### config.mk
export PLATFORM = sky130hd
export DESIGN_NAME = alu_seq_param
export DESIGN_NICKNAME = d
export VERILOG_FILES = /design/src/rtl/alu_pkg.sv /design/src/rtl/alu_core.sv /design/src/rtl/alu_seq_param.sv
export SDC_FILE = /design/constraint.sdc
export NUM_CORES = 1
export LEC_CHECK = 0
export CAP_MARGIN = 0
export CORE_ASPECT_RATIO = 1.2
export CORE_UTILIZATION = 45
export CTS_BUF_LIST = sky130_fd_sc_hd__clkbuf_2 sky130_fd_sc_hd__clkbuf_4 sky130_fd_sc_hd__clkbuf_8
export DETAILED_ROUTE_END_ITERATION = 8
export PLACE_DENSITY = 0.66
export SLEW_MARGIN = 0
export SYNTH_ARGS = -nofsm -noshare
export SYNTH_HDL_FRONTEND = slang
export SYNTH_HIERARCHICAL = 1
export SYNTH_SLANG_ARGS = --single-unit
### constraint.sdc
create_clock -name clk -period 3.83 [get_ports clk]
set_input_delay 0.766 -clock clk [delete_from_list [all_inputs] [get_ports clk]]
set_output_delay 0.766 -clock clk [all_outputs]
set_load 0.02 [all_outputs]
### src/rtl/alu_pkg.sv
// Shared definitions for the parametrised sequencing ALU.
// Optional feature macro: ALU_MUL_EN (adds op 7 = MUL to the core and the auto sequence).
package alu_pkg;

    typedef enum logic [2:0] {
        OP_ADD = 3'd0,
        OP_SUB = 3'd1,
        OP_AND = 3'd2,
        OP_OR  = 3'd3,
        OP_XOR = 3'd4,
        OP_SHL = 3'd5,
        OP_SHR = 3'd6,
        OP_MUL = 3'd7
    } alu_op_e;

    // Last op of the auto sequence when the multiplier is not built in.
    localparam alu_op_e OP_LAST_BASE = OP_SHR;

endpackage

### src/rtl/alu_core.sv
// Purely combinational WIDTH-bit ALU: result, carry/borrow/shift-out and signed overflow.
// Optional feature macro: ALU_MUL_EN (op 7 = unsigned multiply, low half as result).
module alu_core
    import alu_pkg::*;
#(
    parameter int WIDTH = 8
) (
    input  logic [WIDTH-1:0] a,
    input  logic [WIDTH-1:0] b,
    input  alu_op_e          op,
    output logic [WIDTH-1:0] r,
    output logic             c,
    output logic             v
);

    localparam int MSB = WIDTH - 1;

    logic [WIDTH:0] sum;
    logic [WIDTH:0] diff;
`ifdef ALU_MUL_EN
    logic [2*WIDTH-1:0] prod;
`endif

    // Select the result and flags for the current op; op 7 without the multiplier yields all zeros.
    always_comb begin
        sum  = {1'b0, a} + {1'b0, b};
        diff = {1'b0, a} - {1'b0, b};
`ifdef ALU_MUL_EN
        prod = {{WIDTH{1'b0}}, a} * {{WIDTH{1'b0}}, b};
`endif
        r = '0;
        c = 1'b0;
        v = 1'b0;
        case (op)
            OP_ADD: begin
                r = sum[MSB:0];
                c = sum[WIDTH];
                v = (a[MSB] == b[MSB]) && (sum[MSB] != a[MSB]);
            end
            OP_SUB: begin
                r = diff[MSB:0];
                c = diff[WIDTH];
                v = (a[MSB] != b[MSB]) && (diff[MSB] != a[MSB]);
            end
            OP_AND: r = a & b;
            OP_OR:  r = a | b;
            OP_XOR: r = a ^ b;
            OP_SHL: begin
                r = {a[MSB-1:0], 1'b0};
                c = a[MSB];
            end
            OP_SHR: begin
                r = {1'b0, a[MSB:1]};
                c = a[0];
            end
`ifdef ALU_MUL_EN
            OP_MUL: begin
                r = prod[MSB:0];
                v = |prod[2*WIDTH-1:WIDTH];
            end
`endif
            default: begin
                r = '0;
                c = 1'b0;
                v = 1'b0;
            end
        endcase
    end

endmodule

### src/rtl/alu_seq_param.sv
// Auto/manual sequencing ALU with tick prescaler and registered result/flags for display logic.
// Optional feature macro: ALU_MUL_EN (auto sequence spans 0..7 and manual op 7 is accepted).
module alu_seq_param
    import alu_pkg::*;
#(
    parameter  int WIDTH       = 8,
    parameter  int TICK_CYCLES = 100_000_000,
    localparam int CNT_W       = $clog2(TICK_CYCLES)
) (
    input  logic             clk,
    input  logic             rst_n,
    input  logic [WIDTH-1:0] a_i,
    input  logic [WIDTH-1:0] b_i,
    input  logic             mode_i,
    input  logic [2:0]       op_sel_i,
    input  logic             step_i,
    input  logic             hold_i,
    output logic [WIDTH-1:0] result_o,
    output logic [2:0]       op_o,
    output logic             carry_o,
    output logic             zero_o,
    output logic             ovf_o,
    output logic             op_chg_o
);

    localparam logic [CNT_W-1:0] CNT_MAX = CNT_W'(TICK_CYCLES - 1);
`ifdef ALU_MUL_EN
    localparam logic [2:0] LAST_OP = 3'(OP_MUL);
`else
    localparam logic [2:0] LAST_OP = 3'(OP_LAST_BASE);
`endif

    logic [CNT_W-1:0] cnt_q, cnt_d;
    logic             mode_q, mode_d;
    logic [2:0]       op_q, op_d;
    logic [2:0]       op_prev_q, op_prev_d;
    logic             op_chg_q, op_chg_d;
    logic [WIDTH-1:0] result_q, result_d;
    logic             carry_q, carry_d;
    logic             zero_q, zero_d;
    logic             ovf_q, ovf_d;

    logic             mode_edge;
    logic             tick;
    logic             op_sel_ok;
    logic [WIDTH-1:0] core_r;
    logic             core_c;
    logic             core_v;

    alu_core #(
        .WIDTH (WIDTH)
    ) u_core (
        .a  (a_i),
        .b  (b_i),
        .op (alu_op_e'(op_q)),
        .r  (core_r),
        .c  (core_c),
        .v  (core_v)
    );

    // Prescaler: a mode change restarts the count and swallows any tick due that cycle.
    always_comb begin
        mode_d    = mode_i;
        mode_edge = mode_i ^ mode_q;
        tick      = (cnt_q == CNT_MAX) && !mode_edge;
        if (mode_edge || (cnt_q == CNT_MAX)) begin
            cnt_d = '0;
        end else begin
            cnt_d = cnt_q + CNT_W'(1);
        end
    end

    // Op sequencer: auto steps on unheld ticks, manual loads op_sel_i when it names a built-in op.
    always_comb begin
`ifdef ALU_MUL_EN
        op_sel_ok = 1'b1;
`else
        op_sel_ok = (op_sel_i != 3'(OP_MUL));
`endif
        op_d = op_q;
        if (mode_i) begin
            if (step_i && op_sel_ok) begin
                op_d = op_sel_i;
            end
        end else if (tick && !hold_i) begin
            op_d = (op_q == LAST_OP) ? 3'd0 : op_q + 3'd1;
        end
        op_prev_d = op_q;
        op_chg_d  = (op_q != op_prev_q);
    end

    // Output stage: capture the core result computed with the op in force before this edge.
    always_comb begin
        result_d = core_r;
        carry_d  = core_c;
        ovf_d    = core_v;
        zero_d   = (core_r == '0);
    end

    // State and output registers, cleared asynchronously.
    always_ff @(posedge clk or negedge rst_n) begin
        if (!rst_n) begin
            cnt_q     <= '0;
            mode_q    <= 1'b0;
            op_q      <= 3'd0;
            op_prev_q <= 3'd0;
            op_chg_q  <= 1'b0;
            result_q  <= '0;
            carry_q   <= 1'b0;
            zero_q    <= 1'b0;
            ovf_q     <= 1'b0;
        end else begin
            cnt_q     <= cnt_d;
            mode_q    <= mode_d;
            op_q      <= op_d;
            op_prev_q <= op_prev_d;
            op_chg_q  <= op_chg_d;
            result_q  <= result_d;
            carry_q   <= carry_d;
            zero_q    <= zero_d;
            ovf_q     <= ovf_d;
        end
    end

    assign result_o = result_q;
    assign op_o     = op_q;
    assign carry_o  = carry_q;
    assign zero_o   = zero_q;
    assign ovf_o    = ovf_q;
    assign op_chg_o = op_chg_q;

endmodule

# --- Word level (Yosys, flattened, before mapping) ---
# Cells that the tools add are included.
classes:
  addsub: 4
  n_eq_ne: 14
  n_mux: 8
  bitwise: 4
  reduce_logical: 12
ops:
  columns: ["op", "n"]
  rows:
  - ["8-bit case mux with 7 select lines", 1]
  - ["27-bit by 1-bit adder with 27-bit output, second input constant", 1]
  - ["27-bit equality test, second input constant", 1]
  - ["27-bit 2-to-1 mux", 1]
  - ["3-bit 2-to-1 mux", 4]
  - ["8-bit by 8-bit adder with 9-bit output", 1]
  - ["3-bit equality test, second input constant", 3]
  - ["8-bit by 8-bit subtractor with 9-bit output", 1]
  - ["8-bit AND", 1]
  - ["8-bit logical NOT", 1]
  - ["8-bit OR", 1]
  - ["8-bit XOR", 1]
  - ["3-bit by 2-bit equality test with 1-bit output, second input constant", 2]
  - ["1-bit logical AND", 5]
  - ["1-bit case mux with 4 select lines", 1]
  - ["3-bit by 1-bit adder with 3-bit output, second input constant", 1]
  - ["3-bit by 1-bit equality test with 1-bit output, second input constant", 1]
  - ["3-bit logical NOT", 1]
  - ["1-bit inequality test", 3]
  - ["3-bit inequality test", 1]
  - ["3-bit inequality test, second input constant", 1]
  - ["1-bit logical NOT", 2]
  - ["2-bit by 1-bit inequality test with 1-bit output, second input constant", 1]
  - ["1-bit case mux with 2 select lines", 1]
  - ["other kinds (5)", 5]
totals:
  reg_bits: 46
  in_bits: 24
  out_inout_bits: 15
  wordCells: 51

# --- Logic depth before layout (Yosys ltp) ---
logic_depth:
  ltp_word: 6
  depth_mapped: 12
  mapped_depth_nobuf: 12

# --- Cells and area by module ---
# The synthesis kept the hierarchy.
by_module_without_submodules:
  columns: ["mod", "instances", "cells_each", "area_each_um2", "seq_area_each_um2"]
  rows:
  - ["alu_seq_param", 1, 197, 2099.5, 1151.1]
  - ["alu_core", 1, 188, 1283.7, 0.0]

# --- Worst setup path after synthesis ---
# Ideal clock, no wire load.
synth_timing:
  path_kind: "input-to-reg"
  startpoint: "in b_i[1]"
  endpoint: "reg zero_q (netlist: zero_o)"
  setup_ns: 0.072
  arrival_time_ns: 2.867
  required_time_ns: 3.758
  setup_slack_ns: 0.891
  cell_stages: 10
  n_path_buf: 0
  cell_sequence: "inv_1 -> ha_1 -> o21ba_1 -> or4_4 -> a21oi_2 -> o32ai_1 -> o32ai_1 -> o21ai_1 -> or4_1 -> nor2_1"
synth_via:
  elab_chain_cells: 3
  word_cells_on_any_way: 7
  classes_between: "add/sub (2); mux (1); bitwise (3); reduce/logical (1)"
synth_rtl:
  columns: ["item", "line_no", "rtl"]
  rows:
  - ["start: declaration", "alu_seq_param.sv:13", "input logic [WIDTH-1:0] b_i,"]
  - ["8-bit by 8-bit subtractor with 9-bit output / 8-bit by 8-bit adder with 9-bit output (equally long branches)", "alu_core.sv:27, alu_core.sv:26", null]
  - ["8-bit case mux with 7 select lines *", "alu_core.sv:34", "case (op)"]
  - ["named net core_r[7]", "alu_seq_param.sv:46", "logic [WIDTH-1:0] core_r;"]
  - ["8-bit logical NOT *", "alu_seq_param.sv:97", "zero_d = (core_r == '0);"]
  - ["named net zero_d", "alu_seq_param.sv:40", "logic zero_q, zero_d;"]
  - ["end signal: assignment", "alu_seq_param.sv:120", "zero_q <= zero_d;"]
  - ["end: declaration", "alu_seq_param.sv:40", null]
# The timed path passes the listed nets; every way through them passes the cells marked *.
# A chain may end at the register's enable or synchronous reset.

# --- Worst setup path after layout ---
# Ends and elaborated chain as after synthesis.

==> metrics.md <==
| Metric | Value |
|---|---|
| Commonest non-fill, non-tap cells in the layout | `dfrtp_1 (46), clkdlybuf4s50_1 (37), inv_1 (31), nor2_1 (30), ha_1 (25)` |
| Num CTS Buffers | `5` |
| Worst hold path depth | `2` |
| Setup crit end kind | `flop` |
| CP Launch Point | `b_i[1]` |
| I/O Buffers | `38` |
| Post-Route WL | `8230 um` |
| Slew headroom | `27.6%` |
| Avg Inst Size Synth | `8.79 um^2` |
| Reg2reg end | `zero_o` |
| Hold_sp | `op_prev_q[0]` |
| Vias | `2974` |
| Layout cells sized above 1 | `7.43%` |
| CP top delay family | `simple AND/OR/NAND/NOR gates` |
| CP peak stage delay | `0.48 ns` |
| GR Overflow Total | `0` |
| Crit path buffers/inverters | `2` |
| Multi-input gate area | `2030 um^2` |
| Number of max-cap violations | `0` |
| Initial antenna violation count | `0` |
| Syn nets | `436` |
| Synthesis Warnings | `6` |
| PostCTS Resize Cnt | `0` |
| H-tree Lvls | `2` |
| P_leak | `1.62 nW` |
| Top FF cell, synth | `dfrtp_1` |
| Core area | `7270 um^2` |
| Commonest non-fill, non-tap cell in the layout | `dfrtp_1` |
| Gate count of the mapped netlist | `385` |
| Layout Skew | `0.00451 ns` |
| Antenna diode count | `0` |
| EDFF count, synth | `0` |
| Worst Max-Slew Pin Slew | `1.09 ns` |
| WL per Instance | `16.2 um` |
| Drt drc | `0` |
| Asr flop ratio synth | `100%` |
| Pins over their slew limit | `0` |
| Worst reg2reg path depth | `8` |
| Seq/Total Area, Yosys | `34.0%` |
| Critical-path maximum fanout | `4` |
| Post-DP HPWL | `6230 um` |
| CP Class | `input port to flop` |
| Initial drt markers | `133` |
| Initial Util | `46.5%` |
| Yosys reg bits | `46` |
| Final period util | `88.5%` |
| Cts hold-fix bufs | `0` |
| CP required | `4.06 ns` |
| Initial DRT Pass Iterations | `5` |
| Number of global-route vias before repair | `2960` |
| Tot GR Track Use | `22.6%` |
| Post-CTS setup buffers | `0` |
| Critical R2R Launch | `op_o[0]` |
| Area leader, netlist | `dfrtp_1` |
| Overall Power | `1.87 mW` |
| Die Footprint | `7870 um^2` |
| Setup tns final | `0 ns` |
| Largest net degree at the start of global routing | `47` |
| RSZ-0062 raised after global routing | `false` |
| I/O pin total | `39` |
| Synth top area cells | `dfrtp_1 (34%), ha_1 (9.2%), o21ai_0 (3.6%)` |
| Die X | `81.2 um` |
| Reg-to-reg slack, setup | `1.18 ns` |
| Reg clk slew, reported paths | `0.08 ns` |
| Nets | `467` |
| Die height | `97.0 um` |
| CP cell instances | `clkdlybuf4s50_1 > inv_1 > ha_1 > a21oi_1 > o22ai_1 > nor4_1 > nor3_1 > o32ai_1 > o21ai_1 > or4_1 > nor2_1` |
| Register area | `1150 um^2` |
| CTS tree | `done` |
| Layout overhead on the synthesized area | `15.3%` |
| Hold Crit Class | `flop to flop` |
| Antenna viol nets, final | `0` |
| Outcome | `finished, final reports clean` |
| WP data arrival | `3.62 ns` |
| CTS Buffer Depth | `2` |
| Routability Congestion | `0.901` |
| Worst skew pair latency | `0.30 ns` |
| Fillers | `699` |
| Max Clk Rate | `0.295 GHz` |
| Yosys cell types | `65` |
| CP Launch Type | `input port` |
| Pwr dens | `478 nW/um^2` |
| Clock root cell | `clkbuf_8` |
| DP Cell Count | `499` |
| Top cell type's share of synthesized area | `34.0%` |
| Global-route wire length before repair | `14000 um` |
| Worst Hold End | `op_chg_o` |
| Clock sink count | `46` |
| Setup Viol. Count Final | `0` |
| Tmin final | `3.39 ns` |
| Avg Vias per Cell | `5.87` |
| Row cnt | `34` |
| Non-Filler Instances | `507` |
| Synth Cell Area | `3380 um^2` |
| Crit-path slowest cell | `or4_1` |
| Peak VDD IR | `0.300 mV` |
| Final hold violation count | `0` |
==> per-layer routing <==
layer	part of all wire [%]	track usage (%)
met5	0	0
met2	52	39.0
met3	2.4	2.45
met4	2.2	9.34
met1	43	27.8
==> cell type report <==
cell class / count / share of cell area, %
multi-input cells: 291 / 52.0
well taps: 90 / 2.89
clock inverters: 1 / 0.128
flip-flops and latches: 46 / 29.5
repair buffers: 41 / 10.2
clock buffers: 7 / 2.31
inverters: 31 / 2.98
==> sequential cells by signal, indices dropped and copies added, names as in the netlist <==
signal / flops
cnt_q: 27
result_o: 8
op_o: 3
op_prev_q: 3
carry_o: 1
mode_q: 1
op_chg_o: 1
ovf_o: 1
zero_o: 1
==> cells in the mapped netlist, types with 4 or more instances <==
library cell  instances
a21oi_1              23
buf_2                 7
clkbuf_1              5
dfrtp_1              46
ha_1                 25
inv_1                31
mux2i_1               9
nand2_1              24
nand3_1              17
nand4_1               9
nor2_1               30
nor2b_1               4
nor3_1                6
nor4_1                6
o211ai_1              4
o21ai_0              24
o31ai_1               9
or3_1                 5
or4_1                 9
xnor2_1              11
xor2_1                6
==> tightest hold or removal path, cell delays in order, from the launching register on <==
cell and delay [ns]:
dfrtp_1 0.35, xnor2_1 0.06, nand3_1 0.06
==> stage by stage <==
step | instance area [um^2] | worst slack, ns | utilization, % | hold WS [ns]
final | 3900 | 0.441 | 53.6 | 0.497
after floorplan | 3380 | 0.891 | - | 0.459
after CTS | 3900 | 0.447 | 53.6 | 0.504
after global placement | 3810 | 0.169 | 52.3 | 0.503
after detailed placement | 3810 | 0.130 | 52.3 | 0.492
after global routing | 3900 | 0.234 | 53.6 | 0.526
==> power breakdown <==
part           switching (mW)  total [mW]  internal, mW
sequential              0.114       0.686         0.572
clock                   0.158       0.311         0.153
combinational           0.483       0.869         0.386
==> worst max-delay path by stage <==
stage / endpoint / slack [ns] / depth (start not counted)
global placement: zero_o / 0.17 / 10
global route: zero_o / 0.23 / 12
floorplan: zero_o / 0.89 / 10
detailed placement: zero_o / 0.13 / 10
finish: zero_o / 0.44 / 11
CTS: zero_o / 0.45 / 10
==> logic make-up after synthesis <==
group / synth area share [%]
compound gates: 19.0
xor+xnor: 4.40
fa+ha+maj: 10.4
buf+inv: 6.03
flops: 34.0
mux: 3.66
simple gates: 22.4
Power figures use the tool's default switching activity.
